<file path="src/rtl/dual_wb_writer.sv">
// dual_wb_writer: writeback driver for the two register-file write ports.
// Normalises each retiring pair, queues pairs while the register file is held,
// and publishes a per-register pending mask for issue-side hazard stalls.
module dual_wb_writer #(
  parameter int DEPTH = 4,
  parameter int NREG  = 32
) (
  input  logic                       clk,
  input  logic                       rst,
  input  logic                       in_valid_1,
  input  logic [4:0]                 in_addr_1,
  input  logic [31:0]                in_data_1,
  input  logic                       in_valid_2,
  input  logic [4:0]                 in_addr_2,
  input  logic [31:0]                in_data_2,
  output logic                       in_ready,
  input  logic                       hold,
  output logic                       we_1,
  output logic [4:0]                 writeaddr_1,
  output logic [31:0]                writedata_1,
  output logic                       we_2,
  output logic [4:0]                 writeaddr_2,
  output logic [31:0]                writedata_2,
  output logic [NREG-1:0]            pending,
  output logic [$clog2(DEPTH):0]     count
);
  localparam int AW = $clog2(DEPTH);
  localparam int CW = AW + 1;

  typedef struct packed {
    logic        v1;
    logic [4:0]  a1;
    logic [31:0] d1;
    logic        v2;
    logic [4:0]  a2;
    logic [31:0] d2;
  } pair_t;

  pair_t          mem_q [DEPTH];
  logic [AW-1:0]  rd_ptr_q, rd_ptr_d, wr_ptr_q, wr_ptr_d;
  logic [CW-1:0]  count_q, count_d;
  logic           we_1_q, we_1_d, we_2_q, we_2_d;
  logic [4:0]     addr_1_q, addr_1_d, addr_2_q, addr_2_d;
  logic [31:0]    data_1_q, data_1_d, data_2_q, data_2_d;

  pair_t          acc_pair, iss_pair, head;
  logic           accept, store, empty, pop, push, bypass;
  logic [NREG-1:0] pending_c;

  assign in_ready = (count_q != CW'(DEPTH));
  assign empty    = (count_q == '0);
  assign head     = mem_q[rd_ptr_q];

  // Normalise the incoming pair: drop r0 targets, younger lane wins a collision.
  always_comb begin
    acc_pair    = '0;
    acc_pair.v1 = in_valid_1 && (in_addr_1 != 5'd0);
    acc_pair.a1 = in_addr_1;
    acc_pair.d1 = in_data_1;
    acc_pair.v2 = in_valid_2 && (in_addr_2 != 5'd0);
    acc_pair.a2 = in_addr_2;
    acc_pair.d2 = in_data_2;
    if (acc_pair.v1 && acc_pair.v2 && (in_addr_1 == in_addr_2))
      acc_pair.v1 = 1'b0;
  end

  // Queue control: bypass only when nothing older is waiting, so order is kept.
  always_comb begin
    accept   = in_ready && (in_valid_1 || in_valid_2);
    store    = accept && (acc_pair.v1 || acc_pair.v2);
    pop      = !hold && !empty;
    bypass   = !hold && empty && store;
    push     = store && !bypass;
    rd_ptr_d = pop  ? rd_ptr_q + AW'(1) : rd_ptr_q;
    wr_ptr_d = push ? wr_ptr_q + AW'(1) : wr_ptr_q;
    count_d  = count_q;
    if (push && !pop)      count_d = count_q + CW'(1);
    else if (!push && pop) count_d = count_q - CW'(1);
  end

  // Select the pair to issue and compute next port state; idle ports keep addr/data.
  always_comb begin
    iss_pair = '0;
    if (pop)         iss_pair = head;
    else if (bypass) iss_pair = acc_pair;
    we_1_d   = iss_pair.v1;
    we_2_d   = iss_pair.v2;
    addr_1_d = iss_pair.v1 ? iss_pair.a1 : addr_1_q;
    data_1_d = iss_pair.v1 ? iss_pair.d1 : data_1_q;
    addr_2_d = iss_pair.v2 ? iss_pair.a2 : addr_2_q;
    data_2_d = iss_pair.v2 ? iss_pair.d2 : data_2_q;
  end

  // Pending mask: every valid lane of occupied queue slots plus the live ports.
  always_comb begin
    pair_t         e;
    logic [AW-1:0] slot;
    pending_c = '0;
    for (int k = 0; k < DEPTH; k++) begin
      slot = rd_ptr_q + AW'(k);
      e    = mem_q[slot];
      if (CW'(k) < count_q) begin
        if (e.v1) pending_c[e.a1] = 1'b1;
        if (e.v2) pending_c[e.a2] = 1'b1;
      end
    end
    if (we_1_q) pending_c[addr_1_q] = 1'b1;
    if (we_2_q) pending_c[addr_2_q] = 1'b1;
    pending_c[0] = 1'b0;
  end

  // Queue storage; contents are don't-care outside the occupied window.
  always_ff @(posedge clk) begin
    if (push) mem_q[wr_ptr_q] <= acc_pair;
  end

  // Pointers, occupancy and registered port outputs.
  always_ff @(posedge clk or posedge rst) begin
    if (rst) begin
      rd_ptr_q <= '0;
      wr_ptr_q <= '0;
      count_q  <= '0;
      we_1_q   <= 1'b0;
      we_2_q   <= 1'b0;
      addr_1_q <= '0;
      addr_2_q <= '0;
      data_1_q <= '0;
      data_2_q <= '0;
    end else begin
      rd_ptr_q <= rd_ptr_d;
      wr_ptr_q <= wr_ptr_d;
      count_q  <= count_d;
      we_1_q   <= we_1_d;
      we_2_q   <= we_2_d;
      addr_1_q <= addr_1_d;
      addr_2_q <= addr_2_d;
      data_1_q <= data_1_d;
      data_2_q <= data_2_d;
    end
  end

  assign we_1        = we_1_q;
  assign we_2        = we_2_q;
  assign writeaddr_1 = addr_1_q;
  assign writeaddr_2 = addr_2_q;
  assign writedata_1 = data_1_q;
  assign writedata_2 = data_2_q;
  assign pending     = pending_c;
  assign count       = count_q;

endmodule

</file>
<file path="config.mk">
export PLATFORM = sky130hd
export DESIGN_NAME = dual_wb_writer
export DESIGN_NICKNAME = d
export VERILOG_FILES = /design/src/rtl/dual_wb_writer.sv
export SDC_FILE = /design/constraint.sdc
export NUM_CORES = 1
export LEC_CHECK = 0
export ABC_CLOCK_PERIOD_IN_PS = 3700
export CORE_ASPECT_RATIO = 0.5
export CORE_MARGIN = 3
export CORE_UTILIZATION = 40
export CTS_CLUSTER_SIZE = 25
export DETAILED_ROUTE_END_ITERATION = 8
export PLACE_DENSITY = 0.71
export SYNTH_ARGS = -nofsm -noshare
export SYNTH_HDL_FRONTEND = slang
export SYNTH_SLANG_ARGS = --single-unit
</file>
<file path="constraint.sdc">
create_clock -name clk -period 3.7 [get_ports clk]
set_clock_uncertainty 0.05 [all_clocks]
set_input_delay 0.555 -clock clk [delete_from_list [all_inputs] [get_ports clk]]
set_output_delay 0.555 -clock clk [all_outputs]
set_load 0.01 [all_outputs]
</file>
==> flow_summary.toml, run 1 <==
[synth]
synth_area_leaders = "edfxtp_1 49%, mux4_2 13%, dfrtp_1 11%"
async_reset_ff_share_pct = 21.45
yosysWarnings = 0
synth_edf_count = 304
synth_top_area_share_pct = 48.73
synth_seq_cells = 387
syn_area_um2 = 18730
synth_cells = 1242
synth_area_per_cell_um2 = 15.08
yosys.area.top_type = "edfxtp_1"
synth_nets = 1330
synth-seq-area-share_pct = 59.82
ys_types = 61
synth_flop_cell = "edfxtp_1"

[clock_tree]
root_buffer = "clkbuf_16"
clk_pin_slew_ns = 0.06
ctsHtreeMaxLevel = 2
cts_tree = "yes"
clk_path_buf_depth = 3
clock_sinks = 387
cts_made_buffers = 39
clkLatencyLatePin_ns = 0.53

[global_route]
grt_remaining_overflow = 0
grt_first_pass_wirelength_um = 85380
antenna_found_initial = 0
grt_max_degree = 51
grt_pass1_vias = 13330
track_usage_pct = 22.08

[sta]
finalSetupViolCount = 6
rsz0062_at_grt = "yes"
fin_setup_tns_ns = -0.2298
fin_crit_ns = 3.790
slew_violations = 0
worst_hold_slack_ns = 0.4418
worst_slack_ns = -0.09034
relSlewSlack_pct = 30.83
max_slew.worst_pin.slew_ns = 1.037
hold_viol = 0
maxClockFrequency_ghz = 0.2638
fin_crit_sh_pct = 102.4

[layout]
syn2layout_area_growth_pct = 32.56
fillCellCount = 3642
diodes = 0
drive_gt1_share_pct = 34.15
nNetsFinal = 1653

[outcome]
violations = "design-rule violations, negative setup slack"
status = "finished, violations left"

[place]
post-dp-hpwl_um = 38250
io_buffers = 189
gp_congestion = 1.020

[drt]
drt_iter0_drc = 1834
route.vias.total = 13700
first_pass_iters = 9
wirelength_um = 57030
avgRoutedWirePerCell_um = 25.65
via_per_inst = 6.161
ant_nets = 0
route.detailed.drc = 5

[job]
drv_cap = 0

[worst_hold_path]
min_path_cells = 1
hp-class = "reg -> reg"
worst_hold_startpoint = "writedata_1[28]$_DFFE_PP0P_"
hold-path-endpoint = "writedata_1[28]$_DFFE_PP0P_"

[worst_setup_path]
ff2ff_path_depth = 9
crit_fanout = 8
r2r_slack_ns = 0.81
cp-start-kind = "flop"
crit_required_ns = 3.09
reg2reg_to = "writedata_2[13]$_DFFE_PP0P_"
r2r_start = "rd_ptr_q[0]$_DFFE_PP0P_"
cp-end-kind = "primary output"
arrival_ns = 3.19
worstSetupPathType = "reg -> out"

[power_and_ir_drop]
ir_worst_vdd_uv = 428.1
p_leak_nw = 8.549
p_per_area_nw_per_um2 = 959.5

[floorplanning]
io_pins = 191
start_util_pct = 40.99
die_area_um2 = 49620
fp.dieW_um = 312.0
die_height_um = 159.0
rows = 55
core_area_um2 = 45690
==> sequential cells by signal (all words and copies together) (netlist names), 2 cells and up <==
register / count
count: 3
mem_q: 304
rd_ptr_q: 2
wr_ptr_q: 2
writeaddr_1: 5
writeaddr_2: 5
writedata_1: 32
writedata_2: 32
==> cell usage in the layout, fill, tap and decap left out, drive strengths merged, types with 26 or more instances in the layout <==
master / instances
nand2: 45
buf: 204
o32ai: 26
clkdlybuf4s50: 158
edfxtp: 304
mux2: 37
dfrtp: 83
o22ai: 120
a22oi: 43
mux4: 112
a22o: 37
clkbuf: 64
nand3b: 28
a21oi: 66
nor2: 48
==> area by class of cell <==
class	count	area [um^2]	share of cell area [%]
sequential	387	11210	45.16
clock inverter	15	220.2	0.8869
clock buffer	57	1105	4.449
timing repair buffer	374	3603	14.51
multi-input combinational	754	7868	31.69
inverter	9	36.28	0.1461
tap	627	784.5	3.159
==> power breakdown <==
| group | total [mW] | internal [mW] | switching [mW] |
|---|---|---|---|
| Sequential | 6.80 | 6.16 | 0.641 |
| Clock | 4.03 | 2.44 | 1.60 |
| Combinational | 13.0 | 6.03 | 6.96 |
==> layer usage <==
metal / global-route usage (%) / part of all wire (%) / vias to the layer above
met2: 37.50 / 50 / 683
met3: 3.108 / 7.1 / 100
met1: 30.22 / 41 / 7057
met4: 5.404 / 2.4 / 0
li1: - / - / 5855
met5: 0 / 0 / -
==> worst max-delay path by stage <==
stage                                       start               endpoint  slack (ns)  depth (start not counted)
after global placement    rd_ptr_q[1]$_DFFE_PP0P_            pending[10]        0.12                          6
final                     rd_ptr_q[0]$_DFFE_PP0P_             pending[3]       -0.09                          9
after detailed placement  rd_ptr_q[0]$_DFFE_PP0P_            pending[11]        0.12                          8
after floorplan              count[0]$_DFFE_PP0P_  mem_q[0][0]$_DFFE_PP_        0.17                          4
after CTS                 rd_ptr_q[0]$_DFFE_PP0P_             pending[2]       -0.07                          9
after global routing      rd_ptr_q[0]$_DFFE_PP0P_            pending[25]       -0.14                         10
==> metrics by stage <==
stage / util (%) / power (mW) / cells / setup slack [ns] / instance area, um^2
2_1_floorplan: - / 13.33 / 1242 / 0.1654 / 18730
3_3_place_gp: 48.16 / 17.64 / 2071 / 0.1208 / 22010
3_5_place_dp: 48.16 / 17.74 / 2071 / 0.1240 / 22010
4_1_cts: 53.53 / 23.12 / 2204 / -0.06551 / 24460
5_1_grt: 54.34 / 24.84 / 2223 / -0.1447 / 24830
6_report: 54.34 / 23.82 / 2223 / -0.09034 / 24830
==> timing repair <==
item,CTS,global route
buffers inserted,59,21
setup endpoints to repair,31,31
gates resized for setup,201,84
hold buffers,0,0
gates cloned,2,1
pin swaps,45,39
==> synth_stat cells, types with 3 or more instances <==
| library cell | n |
|---|---|
| nand4_1 | 6 |
| and2_1 | 4 |
| edfxtp_1 | 304 |
| xnor2_1 | 3 |
| or3_1 | 8 |
| or3b_2 | 6 |
| nand4bb_1 | 10 |
| or2_0 | 3 |
| a222oi_1 | 20 |
| buf_4 | 11 |
| o21ai_0 | 10 |
| inv_1 | 8 |
| ha_1 | 9 |
| nand2b_1 | 16 |
| nor3_1 | 11 |
| o32ai_1 | 25 |
| nand4b_1 | 10 |
| or2_2 | 3 |
| a22oi_1 | 43 |
| mux4_2 | 110 |
| dfrtp_1 | 83 |
| o21ai_1 | 3 |
| buf_2 | 26 |
| nand3_1 | 18 |
| clkbuf_1 | 41 |
| a22o_1 | 37 |
| xor2_1 | 8 |
| a21oi_1 | 66 |
| nand2_1 | 45 |
| or3b_1 | 13 |
| mux2_1 | 17 |
| or4b_4 | 3 |
| o22ai_1 | 120 |
| buf_6 | 9 |
| a221oi_1 | 5 |
| nor2_1 | 48 |
| nand3b_1 | 28 |
| mux2_2 | 20 |
==> kinds of logic after synthesis <==
family                     after synthesis  share of synthesized area, %
buffers and inverters                  101                         2.892
xor gates and xnor gates                11                        0.5144
muxes                                  150                         15.78
DFF                                    387                         59.82
adders and majority gates                9                        0.6012
other                                    1                       0.02002
and+or+nand+nor                        246                         7.862
AOI/OAI and AO/OA                      337                         12.50
==> critical path: stages (launching register included) <==
cell,delay (ns)
dfrtp_4,0.48
buf_12,0.14
buf_16,0.13
mux4_2,0.51
buf_4,0.19
nand4b_1,0.24
o22ai_2,0.16
a222oi_1,0.45
nand2_1,0.12
clkdlybuf4s15_2,0.25
(Power assumes the default switching activity.)
==> run 2, diff against run 1 <==
- PLACE_DENSITY: 0.71 -> unset
- PLACE_DENSITY_LB_ADDON: unset -> 0.08
==> flow_summary.toml, run 2 (synthesis gave the netlist of run 1 again) <==
[outcome]
status = "finished, violations left"
violations = "negative setup slack"

[drt]
route.vias.total = 13900
wirelength_um = 62690
avgRoutedWirePerCell_um = 27.14
drt_iter0_drc = 1399
ant_nets = 0
via_per_inst = 6.017
route.detailed.drc = 0
first_pass_iters = 8

[sta]
fin_crit_ns = 3.801
rsz0062_at_grt = "yes"
fin_setup_tns_ns = -0.5758
relSlewSlack_pct = 26.97
finalSetupViolCount = 16
hold_viol = 0
fin_crit_sh_pct = 102.7
maxClockFrequency_ghz = 0.2631
worst_slack_ns = -0.1014
max_slew.worst_pin.slew_ns = 1.095
slew_violations = 0

[power_and_ir_drop]
p_leak_nw = 8.994
ir_worst_vdd_uv = 386.7
p_per_area_nw_per_um2 = 971.5
post-layout-total-power_mw = 24.96

[worst_setup_path]
r2r_slack_ns = 0.39
reg2reg_to = "writedata_1[15]$_DFFE_PP0P_"
r2r_start = "rd_ptr_q[0]$_DFFE_PP0P_"
crit_fanout = 7
path_cells = "buf_12, mux4_2, buf_6, buf_6, nand3b_1, buf_4, buf_6, o22ai_4, a222oi_1, nand2_1, buf_2"
arrival_ns = 3.20
worstSetupPathType = "reg -> out"
ff2ff_path_depth = 7
crit_required_ns = 3.09
slowest_delay_ns = 0.52
cp-start-kind = "flop"
cp-end-kind = "primary output"
crit_path_frequent_cell = "buf_6"
crit_slowest_cell = "dfrtp_4"

[floorplanning]
start_util_pct = 40.99
core_area_um2 = 45690
rows = 55
io_pins = 191
die_area_um2 = 49620
die_height_um = 159.0
fp.dieW_um = 312.0

[clock_tree]
cts_made_buffers = 39
ctsHtreeMaxLevel = 2
clk_pin_slew_ns = 0.06
clock_sinks = 387
clkLatencyLatePin_ns = 0.53
cts_tree = "yes"
root_buffer = "clkbuf_16"
cts_hold_buf = 0
clk_path_buf_depth = 3

[place]
post-dp-hpwl_um = 42200
io_buffers = 189
placed_cells = 2131
gp_congestion = 0.9809
pre_cts_slack_ns = 0.003845
placed_area_um2 = 22420

[worst_hold_path]
min_path_cells = 1
hp-class = "reg -> reg"
worst_hold_startpoint = "writedata_1[23]$_DFFE_PP0P_"
hold-path-endpoint = "writedata_1[23]$_DFFE_PP0P_"

[global_route]
grt_max_degree = 75
grt_pass1_vias = 14120
track_usage_pct = 24.72
grt_remaining_overflow = 0
antenna_found_initial = 1
grt_first_pass_wirelength_um = 93760

[layout]
nNetsFinal = 1740
final_area_um2 = 25690
drive_gt1_share_pct = 39.12
instances_no_fill = 2310
syn2layout_area_growth_pct = 37.17
top_register = "mem_q"
final_cell_mix = "304 x edfxtp_1, 189 x buf_4, 158 x clkdlybuf4s50_1"
final_common_cell = "edfxtp_1"
largest_register_ffs = 304

[job]
drv_cap = 0
[run 2: cell count changes in the layout (fill, tap and decap cells not counted), moves of 5 or more]
cell / delta
a21oi_1: -6
a21oi_2: +6
buf_2: +6
buf_4: +51
buf_6: +42
clkbuf_2: -6
clkinv_2: +5
o22ai_1: -12
o22ai_4: +8
[run 2: per-layer routing]
metal	part of all wire [%]	up-vias	track usage, %
met3	4.6	120	3.160
met5	0	-	0
met4	3.6	0	8.501
li1	-	6068	-
met2	49	463	40.79
met1	43	7248	34.08
[run 2: power breakdown]
| group | total (mW) | switching (mW) | internal (mW) |
|---|---|---|---|
| Clock | 3.83 | 1.61 | 2.22 |
| Sequential | 6.83 | 0.672 | 6.16 |
| Combinational | 14.3 | 7.41 | 6.90 |
[run 2: layout make-up]
type                            instances  area [um^2]
Antenna cell                            1        2.502
Clock buffer                           55         1097
Clock inverter                         16        148.9
Fill cell                            3779        20000
Inverter                                9        36.28
Multi-Input combinational cell        755         8087
Sequential cell                       387        11210
Tap cell                              627        784.5
Timing Repair Buffer                  460         4325
[run 2: per-stage QoR]
step,hold WS (ns),util (%)
6_report,0.4432,56.23
5_1_grt,0.4679,56.23
4_1_cts,0.4484,55.06
3_5_place_dp,0.4352,49.07
3_3_place_gp,0.4252,49.07
2_1_floorplan,0.4844,-
[run 2: worst max path at each step]
| stage | from | to | slack (ns) | cells past startpoint |
|---|---|---|---|---|
| floorplan | count[0]$_DFFE_PP0P_ | mem_q[0][0]$_DFFE_PP_ | 0.17 | 4 |
| global placement | rd_ptr_q[0]$_DFFE_PP0P_ | pending[30] | -0.03 | 9 |
| detailed placement | rd_ptr_q[1]$_DFFE_PP0P_ | pending[4] | 0.004 | 7 |
| CTS | rd_ptr_q[0]$_DFFE_PP0P_ | pending[22] | -0.13 | 9 |
| global route | rd_ptr_q[0]$_DFFE_PP0P_ | pending[2] | -0.17 | 11 |
| finish | rd_ptr_q[0]$_DFFE_PP0P_ | pending[2] | -0.10 | 11 |
[run 2: critical path: cells and delay by family, from the launching register on]
kind / cells / cell delay [ns]
simple gates: 2 / 0.34
flops: 1 / 0.52
mux: 1 / 0.52
compound gates: 2 / 0.45
buf+inv: 6 / 0.82
[run 2: what timing repair did]
item,CTS,global route
setup buffers,82,35
gates resized for setup,313,79
gates cloned,3,2
endpoints found under the setup margin,31,31
pin swaps,77,62
